<file path="src/rtl/trap_ctrl.sv">
// Machine-mode trap sequencer: saves mepc/mcause/mtval/mstatus through the CSR
// trap channel on exceptions and interrupts, restores mstatus on mret, then redirects the PC.
module trap_ctrl #(
  parameter int          XLEN        = 32,
  parameter logic [11:0] CSR_MSTATUS = 12'h300,
  parameter logic [11:0] CSR_MTVEC   = 12'h305,
  parameter logic [11:0] CSR_MEPC    = 12'h341,
  parameter logic [11:0] CSR_MCAUSE  = 12'h342,
  parameter logic [11:0] CSR_MTVAL   = 12'h343
) (
  input  logic            clk,
  input  logic            rst,
  input  logic            inst_valid_i,
  input  logic [XLEN-1:0] inst_addr_i,
  input  logic [31:0]     inst_i,
  input  logic            illegal_i,
  input  logic            ecall_i,
  input  logic            ebreak_i,
  input  logic            mret_i,
  input  logic            ex_trap_valid_i,
  input  logic            tcmp_trap_valid_i,
  input  logic            soft_trap_valid_i,
  input  logic            mstatus_mie_i,
  input  logic [XLEN-1:0] mepc_i,
  input  logic [XLEN-1:0] trap_csr_rdata_i,
  output logic            trap_csr_we_o,
  output logic [11:0]     trap_csr_addr_o,
  output logic [XLEN-1:0] trap_csr_wdata_o,
  output logic            hold_o,
  output logic            jump_o,
  output logic [XLEN-1:0] jump_addr_o
);

  typedef enum logic [2:0] {
    IDLE, S_MEPC, S_MCAUSE, S_MTVAL, S_MSTATUS, S_JUMP, S_MRET, S_MRET_JUMP
  } state_t;

  localparam logic [XLEN-1:0] IRQ_BIT = {1'b1, {(XLEN-1){1'b0}}};

  state_t          state, state_nxt;
  logic [XLEN-1:0] epc_p0, cause_p0, tval_p0;
  logic [XLEN-1:0] cause_nxt, tval_nxt;
  logic            take_trap, take_mret;

  // Trap entry: MPIE <- MIE, MIE <- 0.
  function automatic logic [XLEN-1:0] mstatus_enter(input logic [XLEN-1:0] ms);
    logic [XLEN-1:0] r;
    r    = ms;
    r[7] = ms[3];
    r[3] = 1'b0;
    return r;
  endfunction

  // Trap return: MIE <- MPIE, MPIE <- 1.
  function automatic logic [XLEN-1:0] mstatus_leave(input logic [XLEN-1:0] ms);
    logic [XLEN-1:0] r;
    r    = ms;
    r[3] = ms[7];
    r[7] = 1'b1;
    return r;
  endfunction

  always_comb begin
    take_trap = 1'b0;
    take_mret = 1'b0;
    cause_nxt = '0;
    tval_nxt  = '0;
    if (inst_valid_i) begin
      if (illegal_i) begin
        take_trap = 1'b1;
        cause_nxt = XLEN'(2);
        tval_nxt  = XLEN'(inst_i);
      end else if (ecall_i) begin
        take_trap = 1'b1;
        cause_nxt = XLEN'(11);
      end else if (ebreak_i) begin
        take_trap = 1'b1;
        cause_nxt = XLEN'(3);
      end else if (mret_i) begin
        take_mret = 1'b1;
      end else if (mstatus_mie_i) begin
        if (ex_trap_valid_i) begin
          take_trap = 1'b1;
          cause_nxt = IRQ_BIT | XLEN'(11);
        end else if (soft_trap_valid_i) begin
          take_trap = 1'b1;
          cause_nxt = IRQ_BIT | XLEN'(3);
        end else if (tcmp_trap_valid_i) begin
          take_trap = 1'b1;
          cause_nxt = IRQ_BIT | XLEN'(7);
        end
      end
    end
  end

  always_ff @(posedge clk) begin
    if (rst) begin
      state    <= IDLE;
      epc_p0   <= '0;
      cause_p0 <= '0;
      tval_p0  <= '0;
    end else begin
      state <= state_nxt;
      if (state == IDLE && take_trap) begin
        epc_p0   <= inst_addr_i;
        cause_p0 <= cause_nxt;
        tval_p0  <= tval_nxt;
      end
    end
  end

  always_comb begin
    state_nxt        = state;
    trap_csr_we_o    = 1'b0;
    trap_csr_addr_o  = '0;
    trap_csr_wdata_o = '0;
    hold_o           = 1'b0;
    jump_o           = 1'b0;
    jump_addr_o      = '0;
    case (state)
      IDLE: begin
        if (take_trap) begin
          hold_o    = 1'b1;
          state_nxt = S_MEPC;
        end else if (take_mret) begin
          hold_o    = 1'b1;
          state_nxt = S_MRET;
        end
      end
      S_MEPC: begin
        hold_o           = 1'b1;
        trap_csr_we_o    = 1'b1;
        trap_csr_addr_o  = CSR_MEPC;
        trap_csr_wdata_o = epc_p0;
        state_nxt        = S_MCAUSE;
      end
      S_MCAUSE: begin
        hold_o           = 1'b1;
        trap_csr_we_o    = 1'b1;
        trap_csr_addr_o  = CSR_MCAUSE;
        trap_csr_wdata_o = cause_p0;
        state_nxt        = S_MTVAL;
      end
      S_MTVAL: begin
        hold_o           = 1'b1;
        trap_csr_we_o    = 1'b1;
        trap_csr_addr_o  = CSR_MTVAL;
        trap_csr_wdata_o = tval_p0;
        state_nxt        = S_MSTATUS;
      end
      S_MSTATUS: begin
        hold_o           = 1'b1;
        trap_csr_we_o    = 1'b1;
        trap_csr_addr_o  = CSR_MSTATUS;
        trap_csr_wdata_o = mstatus_enter(trap_csr_rdata_i);
        state_nxt        = S_JUMP;
      end
      S_JUMP: begin
        hold_o          = 1'b1;
        trap_csr_addr_o = CSR_MTVEC;
        jump_o          = 1'b1;
        jump_addr_o     = {trap_csr_rdata_i[XLEN-1:2], 2'b00};
        state_nxt       = IDLE;
      end
      S_MRET: begin
        hold_o           = 1'b1;
        trap_csr_we_o    = 1'b1;
        trap_csr_addr_o  = CSR_MSTATUS;
        trap_csr_wdata_o = mstatus_leave(trap_csr_rdata_i);
        state_nxt        = S_MRET_JUMP;
      end
      S_MRET_JUMP: begin
        hold_o      = 1'b1;
        jump_o      = 1'b1;
        jump_addr_o = mepc_i;
        state_nxt   = IDLE;
      end
      default: state_nxt = IDLE;
    endcase
    // Reset silences the channel in the same cycle so no half-sequence write escapes.
    if (rst) begin
      trap_csr_we_o    = 1'b0;
      trap_csr_addr_o  = '0;
      trap_csr_wdata_o = '0;
      hold_o           = 1'b0;
      jump_o           = 1'b0;
      jump_addr_o      = '0;
    end
  end

endmodule

</file>
<file path="config.mk">
export PLATFORM = sky130hd
export DESIGN_NAME = trap_ctrl
export DESIGN_NICKNAME = d
export VERILOG_FILES = /design/src/rtl/trap_ctrl.sv
export SDC_FILE = /design/constraint.sdc
export NUM_CORES = 1
export LEC_CHECK = 0
export ABC_AREA = 1
export ABC_CLOCK_PERIOD_IN_PS = 4300
export BUFFER_PORTS_ARGS = -buffer_cell sky130_fd_sc_hd__buf_2
export CORE_ASPECT_RATIO = 0.6
export CORE_MARGIN = 1.5
export CORE_UTILIZATION = 49
export CTS_BUF_LIST = sky130_fd_sc_hd__clkbuf_16
export DETAILED_ROUTE_END_ITERATION = 12
export PLACE_DENSITY = 0.86
export SLEW_MARGIN = 0
export SYNTH_ARGS = -nofsm -noshare
export SYNTH_HDL_FRONTEND = slang
export SYNTH_SLANG_ARGS = --single-unit
</file>
<file path="constraint.sdc">
create_clock -name clk -period 4.3 [get_ports clk]
set_clock_uncertainty 0.15 [all_clocks]
set_input_delay 0.86 -clock clk [delete_from_list [all_inputs] [get_ports clk]]
set_output_delay 0.86 -clock clk [all_outputs]
set_load 0.005 [all_outputs]
</file>
Yosys cells after proc, flatten, opt, wreduce, memory -nomap -nowiden

Cells that the tools add are included.

Register bits: 99
Input port bits: 139
Output and inout bits: 79
Word-level logic and storage cells: 60

Eq/ne operators: 8
Multiplexer cells: 42
Reductions and logical operators: 6

Operator list:

| kind                                                            | count |
|---|---|
| 32-bit 2-to-1 mux                                               | 13 |
| 32-bit case mux with 5 select lines                             | 1 |
| 32-bit case mux with 2 select lines                             | 1 |
| 10-bit case mux with 5 select lines                             | 1 |
| 1-bit 2-to-1 mux                                                | 21 |
| 3-bit case mux with 7 select lines                              | 1 |
| 3-bit == test, second input constant                            | 4 |
| 12-bit 2-to-1 mux                                               | 1 |
| 7-bit OR reduction                                              | 1 |
| 3-bit by 2-bit == test with 1-bit output, second input constant | 2 |
| 3-bit 2-to-1 mux                                                | 2 |
| 5-bit OR reduction                                              | 1 |
| 2-bit OR reduction                                              | 2 |
| 3-bit by 1-bit == test with 1-bit output, second input constant | 1 |
| 3-bit logical NOT                                               | 1 |
| 3-bit inequality test, second input constant                    | 1 |
| 1-bit case mux with 2 select lines                              | 1 |
| 1-bit logical AND                                               | 1 |

Longest topological paths before layout

Depth after elaboration: 12
Mapped depth: 9
Depth with buffers taken out: 8

Worst setup path after synthesis

OpenSTA, ideal clock, no wires.

Path kind: input -> output
From: input port mstatus_mie_i
To: output port hold_o
Arrival: 1.623 ns
Required time: 3.290 ns
Setup slack: 1.667 ns
Stages on the path: 9
Path buffers: 1
Cell sequence: inv_1 > nor2_2 > nand2_1 > nand2_1 > buf_2 > nand2_1 > nand3_1 > nand2_1 > inv_1

Longest elaborated chain between the ends: 9

Ends and longest elaborated chain:

| what                               | RTL line | source |
|---|---|---|
| start, declared                    | 23       | `input logic mstatus_mie_i,` |
| 1-bit 2-to-1 mux                   | 81       | `end else if (mstatus_mie_i) begin` |
| 1-bit 2-to-1 mux                   | 79       | `end else if (mret_i) begin` |
| 1-bit 2-to-1 mux                   | 76       | `end else if (ebreak_i) begin` |
| 1-bit 2-to-1 mux                   | 73       | `end else if (ecall_i) begin` |
| 1-bit 2-to-1 mux                   | 69       | `if (illegal_i) begin` |
| 1-bit 2-to-1 mux                   | 68       | `if (inst_valid_i) begin` |
| 1-bit 2-to-1 mux                   | 122      | `if (take_trap) begin` |
| 1-bit case mux with 2 select lines | 120      | `case (state)` |
| 1-bit 2-to-1 mux                   | 181      | `if (rst) begin` |
| end, declared                      | 29       | `output logic hold_o,` |

No other way between the ends.

Worst setup path in the final report

From: register state[0]
To: output port jump_addr_o[30]

Longest elaborated chain between the ends: 3
Elaborated cells on any way between the ends: 4
Classes of those cells: eq/ne (2); mux (2)

Ends and longest elaborated chain:

| what                                    | RTL line | source |
|---|---|---|
| start, declared                         | 40       | `state_t state, state_nxt;` |
| start signal, assigned                  | 103      | `state <= state_nxt;` |
| 3-bit == test                           | 120      |  |
| 32-bit case mux with 2 select lines (*) | 120      |  |
| 32-bit 2-to-1 mux (*)                   | 181      |  |
| end, declared                           | 31       | `output logic [XLEN-1:0] jump_addr_o` |

Mark *: on every way between the ends. The rest lies on a longest branch, timed or not.

==> run_results.csv <==
group,metric,value,unit
logic_synthesis,yosys.cell_types.count,28,
pwr,ir_drop,257,uV
sta,hold_viol,0,
sta,setup_tns,0,ps
drt,drt_first_pass_iters,7,
drt,drc,0,
sta,post-route-period-util,80.4,%
pwr,p_leak,0.00272,uW
die,std_cell_rows,25,
sta,layout_min_cycle_time,3460,ps
logic_synthesis,synthSimpleGateAreaFrac,30.7,%
cts,cts_hold_buffers,0,
job,max_cap_violations,0,
place,portBuffers,211,
layout,utilization,67.0,%
cts,clk_path_buf_depth,2,
layout,layout-drive-gt1-share,29.8,%
place,finalWeightedCongestion,0.908,
worst_setup_path,startpoint_type,"flip-flop",
pwr,power.density,414,nW/um^2
die,fp.dieH,73.8,um
logic_synthesis,synth_compound_area_share,19.3,%
layout,final_cell_mix,"buf_2 (211), nand2_1 (153), nor2_1 (80)",
logic_synthesis,ys_seq_area_share,35.2,%
outcome,outcome,"completed",
worst_setup_path,cpPeakStageDelay,630,ps
grt,grt_util_met3,7.69,%
drt,drt-total-wl,14600,um
worst_setup_path,path_cells,"nand2_1 > nor2_2 > nand2_1 > o21ai_0 > buf_2",
logic_synthesis,yosys.area.top_type,"dfxtp_1",
cts,cts_tree,"done",
logic_synthesis,synthAdderAreaFrac,0,%
die,io_pins,218,
sta,rsz0062_at_grt,"false",
logic_synthesis,synth.top_cell.area_share,35.2,%
logic_synthesis,postSynthAreaPerCell,6.31,sq um
grt,antenna_found_initial,1,
layout,mostFrequentLayoutCell,"buf_2",
logic_synthesis,synth_top_family_by_area,"simple AND/OR/NAND/NOR gates",
place,place_area,5030,sq um
worst_setup_path,worstPathMaxFanout,31,
drt,ant_nets,0,
cts,clk_root_buffer_cell,"clkbuf_16",
logic_synthesis,syn_area,4100,sq um
sta,setup-violations-final,0,
worst_setup_path,crit_arrival,2450,ps
worst_setup_path,endpoint_kind,"output pin",
grt,met1_usage,41.2,%
sta,slew_headroom,28.5,%
sta,fmax,289,MHz
layout,finish.net_count,967,
place,hpwl,10500,um
die,dieWidth,121,um
place,placedCellCount,925,
logic_synthesis,synth.area.mux_share,0,%
drt,drt_iter0_drc,496,
logic_synthesis,ys_ff_latch,72,
cts,htree_levels,3,
logic_synthesis,yosys_warnings,0,
cts,cts_resized,0,
grt,track_usage,31.9,%
min_path,min_path_type,"flip-flop to flip-flop",
logic_synthesis,synth_area_leaders,"dfxtp_1 (35%), nand2_1 (14%), a21oi_1 (9.6%)",
drt,viasPerCell,5.35,
die,die_area,8940,sq um
die,core_area,7980,sq um
layout,final_cell_area,5350,sq um
worst_setup_path,slowest_stage,"nand2_1",
worst_setup_path,cp_common_cell,"nand2_1",
logic_synthesis,synth_xor_area_share,0,%
cts,clock_latency,320,ps
layout,syn_to_final_growth,30.5,%
drt,wl_per_cell,15.5,um
die,start_util,51.4,%
cts,cts_setup_buffers,0,
sta,worst_pin_slew,1070,ps
grt,grt_overflow,0,
cts,numCtsBuffers,9,
logic_synthesis,syn-instance-count,649,
grt,met2_usage,52.3,%
grt,grt.busiest_layer,"met2",
worst_setup_path,worstSetupPathType,"flip-flop to output pin",
grt,grt_pass1_vias,4638,
cts,path_clk_slew,60,ps
sta,slew_viol_final,0,
layout,final_cells,942,
drt,vias,5040,
cts,clock_sinks,72,
grt,grt_max_degree,53,
grt,grt_pass1_wl,22200,um
worst_setup_path,crit_required,3290,ps
## Yosys cell counts, drive strengths merged
cell type	count
a211oi	1
a21oi	81
a22oi	2
a31oi	2
buf	36
clkbuf	20
conb	1
dfxtp	72
inv	71
nand2	154
nand3	38
nand4	18
nor2	83
nor3	5
o21ai	51
o22ai	14
## sequential cells by signal, summed over array words and instances (netlist names)
register / count
state: 3
epc_p0: 32
cause_p0: 5
tval_p0: 32
## final timing paths
kind	startpoint	to	slack, ps	cells after the start
max	state[0]$_SDFFE_PP0P_	jump_addr_o[30]	840	5
min	tval_p0[27]$_SDFFE_PP0P_	tval_p0[27]$_SDFFE_PP0P_	310	2
max reg2reg	state[1]$_SDFFE_PP0P_	epc_p0[24]$_SDFFE_PP0P_	1840	9
min reg2reg	tval_p0[27]$_SDFFE_PP0P_	tval_p0[27]$_SDFFE_PP0P_	310	2
## stage by stage
stage	worst slack, ps	power, uW	hold WS [ps]
finish	841	2210	312
global route	632	2330	321
CTS	878	2210	313
detailed placement	941	1430	305
global placement	1100	1410	299
floorplan	1670	1250	289
## worst max-delay path, delay by kind of cell (launching register included)
| kind | cells | cell delay (ps) |
|---|---|---|
| buffers and inverters | 1 | 180 |
| DFF | 1 | 540 |
| AOI/OAI and AO/OA | 1 | 470 |
| and+or+nand+nor | 3 | 940 |
## report_power, final
part / leakage [uW] / total, uW / internal (uW) / switching (uW)
logic: 0.00197 / 642 / 214 / 428
registers: 0.000588 / 795 / 749 / 45.5
clock network: 0.000152 / 777 / 503 / 275
total: 0.00272 / 2210 / 1470 / 748
## layer usage
layer  part of all wire [%]  up-vias
met1                     41     2283
met3                     10       30
li1                       -     2433
met2                     46      292
met5                   0.11        -
met4                    2.1        2
## layout make-up
cell class	count	area, sq um
Tap cell	108	135
Antenna cell	1	2.50
Multi-Input combinational cell	455	2070
Timing Repair Buffer	219	1120
Clock buffer	9	225
Inverter	71	269
Fill cell	739	2630
Clock inverter	7	85.1
Sequential cell	72	1440
## logic make-up after synthesis
group,count (synthesis)
buffers and inverters,127
AO/OA/AOI/OAI,151
AND/OR/NAND/NOR,298
flip-flops,72
other,1
(Power assumes the default switching activity.)
